[src/rtl/issue_scoreboard.sv]
// Register-hazard scoreboard between decode and execute: per-register write-back countdowns,
// RAW/WAW stall generation, flush, and a saturating stall counter. Optional: SCOREBOARD_FWD_EN.
module issue_scoreboard #(
    parameter int NUM_REGS    = 8,
    parameter int REG_W       = 3,
    parameter int LAT_W       = 3,
    parameter int STALL_CNT_W = 16
) (
    input  logic                   clk,
    input  logic                   reset,
    input  logic                   dec_valid,
    input  logic [REG_W-1:0]       dec_rs1,
    input  logic [REG_W-1:0]       dec_rs2,
    input  logic [REG_W-1:0]       dec_rd,
    input  logic                   dec_use_rs1,
    input  logic                   dec_use_rs2,
    input  logic                   dec_wr_rd,
    input  logic [LAT_W-1:0]       dec_latency,
    input  logic                   flush,
    output logic                   issue,
    output logic                   stall,
    output logic [NUM_REGS-1:0]    busy_mask,
    output logic [STALL_CNT_W-1:0] stall_count
);

    logic [LAT_W-1:0] cnt [NUM_REGS];
    logic [LAT_W-1:0] eff_lat;
    logic             rs1_pend;
    logic             rs2_pend;
    logic             raw_hazard;
    logic             waw_hazard;

    // A zero latency still occupies the register for one cycle.
    assign eff_lat = (dec_latency == '0) ? LAT_W'(1) : dec_latency;

`ifdef SCOREBOARD_FWD_EN
    // A source one cycle from write-back is picked up by the forwarding path.
    assign rs1_pend = (cnt[dec_rs1] > LAT_W'(1));
    assign rs2_pend = (cnt[dec_rs2] > LAT_W'(1));
`else
    assign rs1_pend = (cnt[dec_rs1] != '0);
    assign rs2_pend = (cnt[dec_rs2] != '0);
`endif

    assign raw_hazard = (dec_use_rs1 & rs1_pend) | (dec_use_rs2 & rs2_pend);
    // The younger write must not land before an older write to the same register.
    assign waw_hazard = dec_wr_rd & (cnt[dec_rd] > eff_lat);

    assign stall = dec_valid & (raw_hazard | waw_hazard) & ~flush;
    assign issue = dec_valid & ~stall & ~flush;

    always_comb begin
        busy_mask = '0;
        for (int r = 0; r < NUM_REGS; r++) begin
            busy_mask[r] = (cnt[r] != '0);
        end
    end

    // NOTE: the countdown array is architectural state and must be cleared on reset,
    // unlike a data RAM; a stale nonzero count would stall decode forever.
    always_ff @(posedge clk or negedge reset) begin
        if (!reset) begin
            for (int r = 0; r < NUM_REGS; r++) begin
                cnt[r] <= '0;
            end
        end else if (flush) begin
            for (int r = 0; r < NUM_REGS; r++) begin
                cnt[r] <= '0;
            end
        end else begin
            for (int r = 0; r < NUM_REGS; r++) begin
                if (issue && dec_wr_rd && (dec_rd == REG_W'(r))) begin
                    cnt[r] <= eff_lat;
                end else if (cnt[r] != '0) begin
                    cnt[r] <= cnt[r] - LAT_W'(1);
                end
            end
        end
    end

    always_ff @(posedge clk or negedge reset) begin
        if (!reset) begin
            stall_count <= '0;
        end else if (dec_valid && stall && (stall_count != '1)) begin
            stall_count <= stall_count + STALL_CNT_W'(1);
        end
    end

endmodule

[config.mk]
export PLATFORM = sky130hd
export DESIGN_NAME = issue_scoreboard
export DESIGN_NICKNAME = d
export VERILOG_FILES = /design/src/rtl/issue_scoreboard.sv
export SDC_FILE = /design/constraint.sdc
export NUM_CORES = 1
export LEC_CHECK = 0
export CORE_UTILIZATION = 50
export CTS_CLUSTER_DIAMETER = 50
export DETAILED_ROUTE_END_ITERATION = 10
export HOLD_SLACK_MARGIN = 0.05
export PLACE_DENSITY = 0.76
export SETUP_SLACK_MARGIN = 0.2
export SKIP_LAST_GASP = 1
export SYNTH_ARGS = -nofsm -noshare
export SYNTH_HDL_FRONTEND = slang
export SYNTH_SLANG_ARGS = --single-unit
export TNS_END_PERCENT = 50
[constraint.sdc]
create_clock -name clk -period 2.9 [get_ports clk]
set_input_delay 0.29 -clock clk [delete_from_list [all_inputs] [get_ports clk]]
set_output_delay 0.29 -clock clk [all_outputs]
set_load 0.005 [all_outputs]
* Word-level counts from Yosys, hierarchy flattened *
Index checks and enable logic that the tools add are counted.

storage, ports and cells
  register bits = 40
  output and inout bits = 26
  word-level logic and storage cells = 102

cells by class
  add/subtract/negate cells = 9
  magnitude comparators = 4
  equal/unequal tests = 8
  mux-type cells = 27
  bitwise logic cells = 14
  reductions and logical operators = 31

operators by type and width
  operator               number
  $mux 3                 23
  $reduce_bool 3->1      18
  $bmux 3 s3             3
  $mux 24                1
  $sub 3x1->3 const B    8
  $add 16x1->16 const B  1
  $ne 16x16->1 const B   1
  $eq 3x3->1 const B     4
  $ge 4x4->1 const B     3
  $not 3->4              3
  $logic_and 1x1->1      11
  $and 1x1->1            7
  $eq 3x2->1 const B     2
  $logic_not 3->1        2
  $eq 3x1->1 const B     1
  $gt 3x3->1             1
  $not 1->1              2
  $or 1x1->1             2

* Depth between registers and ports, before layout *
Gate-level depths: netlist of run 1.

  depth after elaboration = 17
  mapped depth = 12

* Worst setup path before layout of run 1 *
OpenSTA, ideal clock, no wires.

  path type = input to register
  start point = input dec_rd[0]
  end point = register cnt[0] (netlist bit)
  setup time = 0.125 ns
  data arrival time = 3.186 ns
  setup slack = -0.411 ns
  stages = 11
  buffers on the path = 1
  cell sequence = clkbuf_1 -> mux4_2 -> nand2_1 -> o21ai_0 -> ha_1 -> nor2b_1 -> o21a_1 -> o211ai_1 -> nand4_4 -> or3_4 -> mux2_4

on the way
  cells in the longest elaborated chain, start to end = 16
  elaborated cells on any way between the ends = 18
  classes of those cells = 1 x order compare; 1 x eq/ne; 5 x mux; 8 x bitwise; 3 x reduce/logical

ends and longest elaborated chain
  item                                       RTL line  RTL
  start, declared                            14        input logic [REG_W-1:0] dec_rd,
  $not 3->4 (implied by the code)            47        assign waw_hazard = dec_wr_rd & (cnt[dec_rd] > eff_lat);
  $bmux 3 s3                                 47
  $mux 3 (implied by the code) (2 in a row)  47
  $gt 3x3->1                                 47
  $and 1x1->1                                47
  $or 1x1->1                                 49        assign stall = dec_valid & (raw_hazard | waw_hazard) & ~flush;
  $and 1x1->1 (2 in a row)                   49
  $not 1->1                                  50        assign issue = dec_valid & ~stall & ~flush;
  $and 1x1->1 (2 in a row)                   50
  $logic_and 1x1->1                          72        if (issue && dec_wr_rd && (dec_rd == REG_W'(r))) begin
  $logic_and 1x1->1 *                        72
  $mux 3                                     72
  $mux 24                                    66        end else if (flush) begin
  end signal, assigned by index              73        cnt[r] <= eff_lat;
  end signal, assigned by index              75        cnt[r] <= cnt[r] - LAT_W'(1);
  end, declared                              26        logic [LAT_W-1:0] cnt [NUM_REGS];

Mark *: on every way between the ends. The rest lies on a longest branch, timed or not. The select of a mux whose other input is x is not followed.
A chain may end at the register's enable or synchronous reset.

* Worst setup path in the final report of run 1 *
  start point = register cnt[10] (netlist bit)
  end point = register cnt[2] (netlist bit)

on the way
  cells in the longest elaborated chain, start to end = 16
  elaborated cells on any way between the ends = 27
  classes of those cells = 1 x order compare; 11 x mux; 10 x bitwise; 5 x reduce/logical

ends and longest elaborated chain
  item                                                RTL line
  branches (longest 6 deep; another with $gt 3x3->1)  -
  $or 1x1->1 *                                        49
  $and 1x1->1 * (2 in a row)                          49
  $not 1->1 *                                         50
  $and 1x1->1 * (2 in a row)                          50
  $logic_and 1x1->1 * (2 in a row)                    72
  $mux 3                                              72
  $mux 24                                             66

Every way passes the cells marked *. The select of a mux whose other input is x is not followed.

==> flow_metrics.env, run 1 <==
export IMPL_synth_most_common_cell="dfrtp_1"
export IMPL_ys_seq_area_share_pct=33.4
export IMPL_yosysTopAreaCell="dfrtp_1"
export IMPL_cp_required_ns=3.08
export IMPL_antenna_found_initial=0
export IMPL_postSynthCellCount=319
export IMPL_max_stage_delay_ns=0.47
export IMPL_p_per_area_nw_per_um2=913
export IMPL_worst_slew_pin_slew_ns=0.903
export IMPL_cts_tree="yes"
export IMPL_p_sw_share_pct=39.4
export IMPL_finalClockSkew_ns=0.00809
export IMPL_slew_headroom_pct=39.8
export IMPL_drt_wl_total_mm=8.24
export IMPL_synthesis_nets=358
export IMPL_period_share_pct=109
export IMPL_gp_congestion=0.873
export IMPL_wl_per_cell_um=16.5
export IMPL_reg2reg_setup_slack_ns=-0.26
export IMPL_setup_tns_ns=-4.48
export IMPL_netlist_area_um2=2990
export IMPL_worstPathMaxFanout=3
export IMPL_ir_drop_uv=534
export IMPL_track_usage_pct=28.3
export IMPL_synth_area_leaders="dfrtp_1 (33%), ha_1 (8.4%), inv_1 (4.9%), mux4_2 (4.5%), mux2i_1 (3.7%)"
export IMPL_ctsHtreeMaxLevel=2
export IMPL_finalHoldViolCount=0
export IMPL_intPower_mw=2.31
export IMPL_initial_utilization_pct=53.0
export IMPL_reg2reg_depth=13
export IMPL_clockRootBuffer="clkbuf_8"
export IMPL_dp_cells=482
export IMPL_grt_pass1_wl_mm=13.3
export IMPL_syn_to_final_growth_pct=39.6
export IMPL_synth_ff_type="dfrtp_1"
export IMPL_clock_latency_ns=0.30
export IMPL_detail_route_antenna_nets=0
export IMPL_dr_max_layer_used="met4"
export IMPL_fp_coreArea_um2=5640
export IMPL_dr_wl_met2_mm=3.91
export IMPL_hp_class="in2async"
export IMPL_drc=0
export IMPL_final_nets=466
export IMPL_cts_inserted_buffers=5
export IMPL_p_switching_mw=1.50
export IMPL_power_share_clock_pct=11.9
export IMPL_clk_pin_slew_worst_paths_ns=0.08
export IMPL_power_frac_comb_pct=64.6
export IMPL_grt_ovfl_total=0
export IMPL_place_area_um2=3910
export IMPL_synth_distinct_cells=47
export IMPL_violations="negative setup slack"
export IMPL_synthArstFlopShare_pct=100
export IMPL_dp_hpwl_mm=6.07
export IMPL_ioPinCount=45
export IMPL_final_cells=500
export IMPL_wl_met1_mm=3.48
export IMPL_endpoint="cnt[2]"
export IMPL_cp_cell_sequence="mux4_2, nand2_2, o21ai_2, ha_1, nor2b_1, o21a_1, o211ai_1, buf_4, nand4_4, buf_6, buf_6, or3_4, mux2_4"
export IMPL_synth_commonest_cells="dfrtp_1 (40), inv_1 (39), nand2_1 (25)"
export IMPL_period_minus_slack_ns=3.16
export IMPL_drv_cap=0
export IMPL_fin_area_um2=4180
export IMPL_syn_avg_cell_area_um2=9.38
export IMPL_wl_met3_um=584
export IMPL_fmax_ghz=0.317
export IMPL_initialDrtViolationCount=223
export IMPL_arrival_ns=3.34
export IMPL_drive_above_1_share_pct=26.9
export IMPL_r2r_start="cnt[10]"
export IMPL_timing_rr_end="cnt[2]"
export IMPL_fp_dieArea_um2=6300
export IMPL_yosys_area_top_type_share_pct=33.4
export IMPL_setup_viol=27
export IMPL_fp_row_count=27
export IMPL_endpoint_kind="flip-flop"
export IMPL_die_h_um=79.4
export IMPL_ys_warn_count=0
export IMPL_clkSinkCount=40
export IMPL_cp_start_kind="flip-flop"
export IMPL_p_seq_share_pct=23.6
export IMPL_synth_edf_count=0
export IMPL_nFillCells=386
export IMPL_dr_pass1_iters=4
export IMPL_leakage_nw=1.97
export IMPL_worstSetupStartpoint="cnt[10]"
export IMPL_crit_top_cell="buf_6"
export IMPL_antennaDiodeCount=0
export IMPL_cts_path_max_buffers=2
export IMPL_rsz0062_at_grt="yes"
export IMPL_crit_type="reg2reg"
export IMPL_vias=2804
export IMPL_dieWidth_um=79.4
export IMPL_grt_pass1_vias=2773
export IMPL_status="complete, but fails checks"
export IMPL_io_buffers=44
export IMPL_grt_max_degree=41
export IMPL_ys_seq_elements=40
export IMPL_setup_ws_ns=-0.258
export IMPL_finalMaxSlewViolations=0
export IMPL_viasPerCell=5.61
export IMPL_critPathSlowestCell="mux4_2"
[per-layer routing]
metal  track usage [%]  up-vias
met5                 0        -
met4              11.5        0
met1              35.9     1350
met3              5.63       22
li1                  -     1331
met2              46.9      101
[worst min path at each step]
| stage | startpoint | end | slack (ns) |
|---|---|---|---|
| 3_5_place_dp | reset | cnt[10] | 0.47 |
| 3_3_place_gp | reset | cnt[10] | 0.46 |
| 2_1_floorplan | reset | cnt[0] | -0.006 |
| 4_1_cts | reset | cnt[10] | 0.15 |
| 5_1_grt | reset | cnt[16] | 0.19 |
| 6_report | reset | cnt[10] | 0.12 |
[registers in the layout, indices dropped and copies added (netlist names)]
name         cells
cnt             24
stall_count     16
[per-stage QoR]
stage | total power [mW] | utilization (%) | worst slack (ns) | hold WS (ns)
6_report | 3.81 | 74.1 | -0.258 | 0.121
3_3_place_gp | 3.06 | 69.2 | -0.616 | 0.462
2_1_floorplan | 2.21 | - | 0.0485 | -0.00559
5_1_grt | 4.15 | 74.1 | -0.328 | 0.189
4_1_cts | 3.74 | 73.3 | -0.137 | 0.145
3_5_place_dp | 3.16 | 69.2 | -0.665 | 0.472
[timing repair]
action	4_1_cts	5_1_grt
cloned	1	0
endpoints found under the hold margin	0	0
gates resized for setup	29	9
setup buffers	6	3
endpoints found under the setup margin	42	42
hold buffers	0	0
pin swaps	7	4
[cell families after synthesis]
logic type	share of synthesized area [%]
compound gates	8.36
xor+xnor	6.73
fa+ha+maj	8.36
buf+inv	6.40
flops	33.4
mux	13.5
simple gates	23.2
[power by group through the flow]
stage / Clock (mW) / Combinational (mW) / Sequential (mW)
2_1_floorplan: 0 / 1.27 / 0.940
3_3_place_gp: 0 / 2.16 / 0.900
3_5_place_dp: 0 / 2.25 / 0.907
4_1_cts: 0.461 / 2.38 / 0.898
5_1_grt: 0.486 / 2.74 / 0.925
6_report: 0.454 / 2.46 / 0.899
[layout make-up]
cell class	count	area, um2	area share [%]
timing repair buffer	110	955	22.8
clock inverter	2	35.0	0.838
clock buffer	6	72.6	1.74
inverter	39	146	3.50
sequential	40	1000	24.0
tap	72	90.1	2.16
multi-input combinational	231	1880	45.0
[critical path: cells and delay by family (launching register included)]
family	cells	cell delay (ns)
AOI/OAI and AO/OA	3	0.46
adders and majority gates	1	0.31
buffers and inverters	3	0.42
DFF	1	0.41
muxes	2	0.77
and+or+nand+nor	4	0.68
[placed cells by master (no fill, tap or decap), types with 3 or more instances in the layout]
| cell | instances |
|---|---|
| o21ai_0 | 16 |
| xnor2_1 | 12 |
| inv_1 | 38 |
| a21oi_1 | 6 |
| xor2_1 | 11 |
| clkbuf_8 | 5 |
| nand4_1 | 4 |
| nand2_1 | 23 |
| nor4b_1 | 4 |
| ha_1 | 20 |
| nand2b_1 | 14 |
| nor4_1 | 13 |
| dfrtp_1 | 40 |
| mux2i_1 | 11 |
| clkdlybuf4s50_1 | 39 |
| mux2_4 | 11 |
| buf_4 | 56 |
| buf_2 | 3 |
| mux4_2 | 6 |
| nor2b_1 | 3 |
| buf_6 | 8 |
| nor2_1 | 23 |
| nand3_1 | 12 |
| nor3_1 | 5 |
Power figures use the tool's default switching activity.
==> run 2, diff against run 1 <==
- SKIP_CTS_REPAIR_TIMING: default -> 1
==> flow_metrics.env, run 2 (same netlist as run 1, synthesis figures left out) <==
export IMPL_worst_slew_pin_slew_ns=0.908
export IMPL_final_common_cell="buf_4"
export IMPL_drc=0
export IMPL_use_met1_pct=35.5
export IMPL_fp_coreArea_um2=5640
export IMPL_reg_top3="cnt x24, stall_count x16"
export IMPL_clk_pin_slew_worst_paths_ns=0.08
export IMPL_dieWidth_um=79.4
export IMPL_finalClockSkew_ns=0.00842
export IMPL_finalHoldViolCount=0
export IMPL_endpoint_kind="flip-flop"
export IMPL_cp_cell_sequence="mux4_2, nand2_1, o21ai_2, ha_1, nor2b_1, o21a_1, o211ai_1, buf_4, nand4_4, buf_6, or3_4, mux2_4"
export IMPL_use_met3_pct=3.56
export IMPL_initial_utilization_pct=53.0
export IMPL_slew_headroom_pct=39.4
export IMPL_violations="negative setup slack"
export IMPL_period_share_pct=105
export IMPL_cts_tree="yes"
export IMPL_arrival_ns=3.22
export IMPL_status="complete, but fails checks"
export IMPL_worstPathMaxFanout=4
export IMPL_fp_row_count=27
export IMPL_rsz0062_at_grt="yes"
export IMPL_max_stage_delay_ns=0.46
export IMPL_initialDrtViolationCount=242
export IMPL_fmax_ghz=0.330
export IMPL_antennaDiodeCount=0
export IMPL_place_area_um2=3910
export IMPL_worstSetupStartpoint="cnt[4]"
export IMPL_detail_route_antenna_nets=0
export IMPL_wl_per_cell_um=16.5
export IMPL_grtUsageMet2_pct=45.9
export IMPL_cp_required_ns=3.08
export IMPL_drive_above_1_share_pct=25.0
export IMPL_crit_type="reg2reg"
export IMPL_grt_ovfl_total=0
export IMPL_ctsHtreeMaxLevel=2
export IMPL_syn_to_final_growth_pct=37.3
export IMPL_leakage_nw=1.96
export IMPL_clkSinkCount=40
export IMPL_clock_latency_ns=0.30
export IMPL_final_nets=458
export IMPL_utilization_pct=72.8
export IMPL_track_usage_pct=27.1
export IMPL_grt_max_degree=41
export IMPL_fp_dieArea_um2=6300
export IMPL_dp_hpwl_mm=6.07
export IMPL_io_buffers=44
export IMPL_total_power_mw=3.72
export IMPL_viasPerCell=5.56
export IMPL_ioPinCount=45
export IMPL_finalMaxSlewViolations=0
export IMPL_cts_path_max_buffers=2
export IMPL_r2r_start="cnt[4]"
export IMPL_grt_pass1_vias=2683
export IMPL_grt_pass1_wl_mm=12.8
export IMPL_layout_common_cells="buf_4 (51), dfrtp_1 (40), clkdlybuf4s50_1 (39), inv_1 (38), nand2_1 (24)"
export IMPL_largest_reg_flops=24
export IMPL_final_cells=492
export IMPL_die_h_um=79.4
export IMPL_drv_cap=0
export IMPL_cts_inserted_buffers=5
export IMPL_p_per_area_nw_per_um2=904
export IMPL_antenna_found_initial=0
export IMPL_busiest_layer="met2"
export IMPL_dr_pass1_iters=5
export IMPL_setup_ws_ns=-0.134
export IMPL_cp_start_kind="flip-flop"
export IMPL_ir_drop_uv=524
export IMPL_setup_viol=13
export IMPL_hp_class="in2async"
export IMPL_drt_wl_total_mm=8.10
export IMPL_dp_cells=482
export IMPL_gp_congestion=0.873
export IMPL_period_minus_slack_ns=3.03
export IMPL_clockRootBuffer="clkbuf_8"
export IMPL_regMostFlops="cnt"
export IMPL_critPathSlowestCell="mux4_2"
export IMPL_fin_area_um2=4110
export IMPL_vias=2734
[run 2: routing by layer]
metal | vias up | share of wire [%]
li1 | 1319 | -
met1 | 1285 | 42
met2 | 109 | 47
met3 | 21 | 7.9
met4 | 0 | 3.1
met5 | - | 0
[run 2: path summary, 6_finish.rpt]
path | end | slack [ns] | cells after the start
min in group clk | stall_count[10] | 0.51 | 1
setup / recovery | cnt[0] | -0.13 | 12
setup reg to reg | cnt[0] | -0.13 | 12
hold reg to reg | stall_count[10] | 0.51 | 1
hold / removal | cnt[10] | 0.12 | 1
max in group asynchronous | cnt[15] | 2.21 | 1
[run 2: metrics by stage]
stage | hold slack [ns] | setup TNS [ns] | setup slack [ns]
6_report | 0.122 | -1.19 | -0.134
5_1_grt | 0.189 | -2.52 | -0.200
4_1_cts | 0.145 | -8.38 | -0.663
3_5_place_dp | 0.472 | -19.62 | -0.665
3_3_place_gp | 0.462 | -17.29 | -0.616
2_1_floorplan | -0.00559 | 0 | 0.0485
[run 2: worst max-delay path: cells and delay by family, from the launching register on]
| family | cells | cell delay, ns |
|---|---|---|
| AO/OA/AOI/OAI | 3 | 0.38 |
| adder cells (fa/ha/maj) | 1 | 0.30 |
| buffers and inverters | 2 | 0.33 |
| flip-flops | 1 | 0.41 |
| multiplexers | 2 | 0.76 |
| AND/OR/NAND/NOR | 4 | 0.73 |
[run 2: final cells by class]
cell class	instances	area, um2
inverters	39	146
multi-input cells	231	1870
flip-flops and latches	40	1000
well taps	72	90.1
clock inverters	2	35.0
clock buffers	6	72.6
fillers	395	1530
repair buffers	102	897
[run 2: power breakdown]
| part | switching [mW] | total, mW | internal, mW | leakage (nW) |
|---|---|---|---|---|
| combinational | 1.13 | 2.36 | 1.23 | 1.38 |
| clock | 0.198 | 0.453 | 0.256 | 0.0552 |
| sequential | 0.152 | 0.900 | 0.748 | 0.524 |
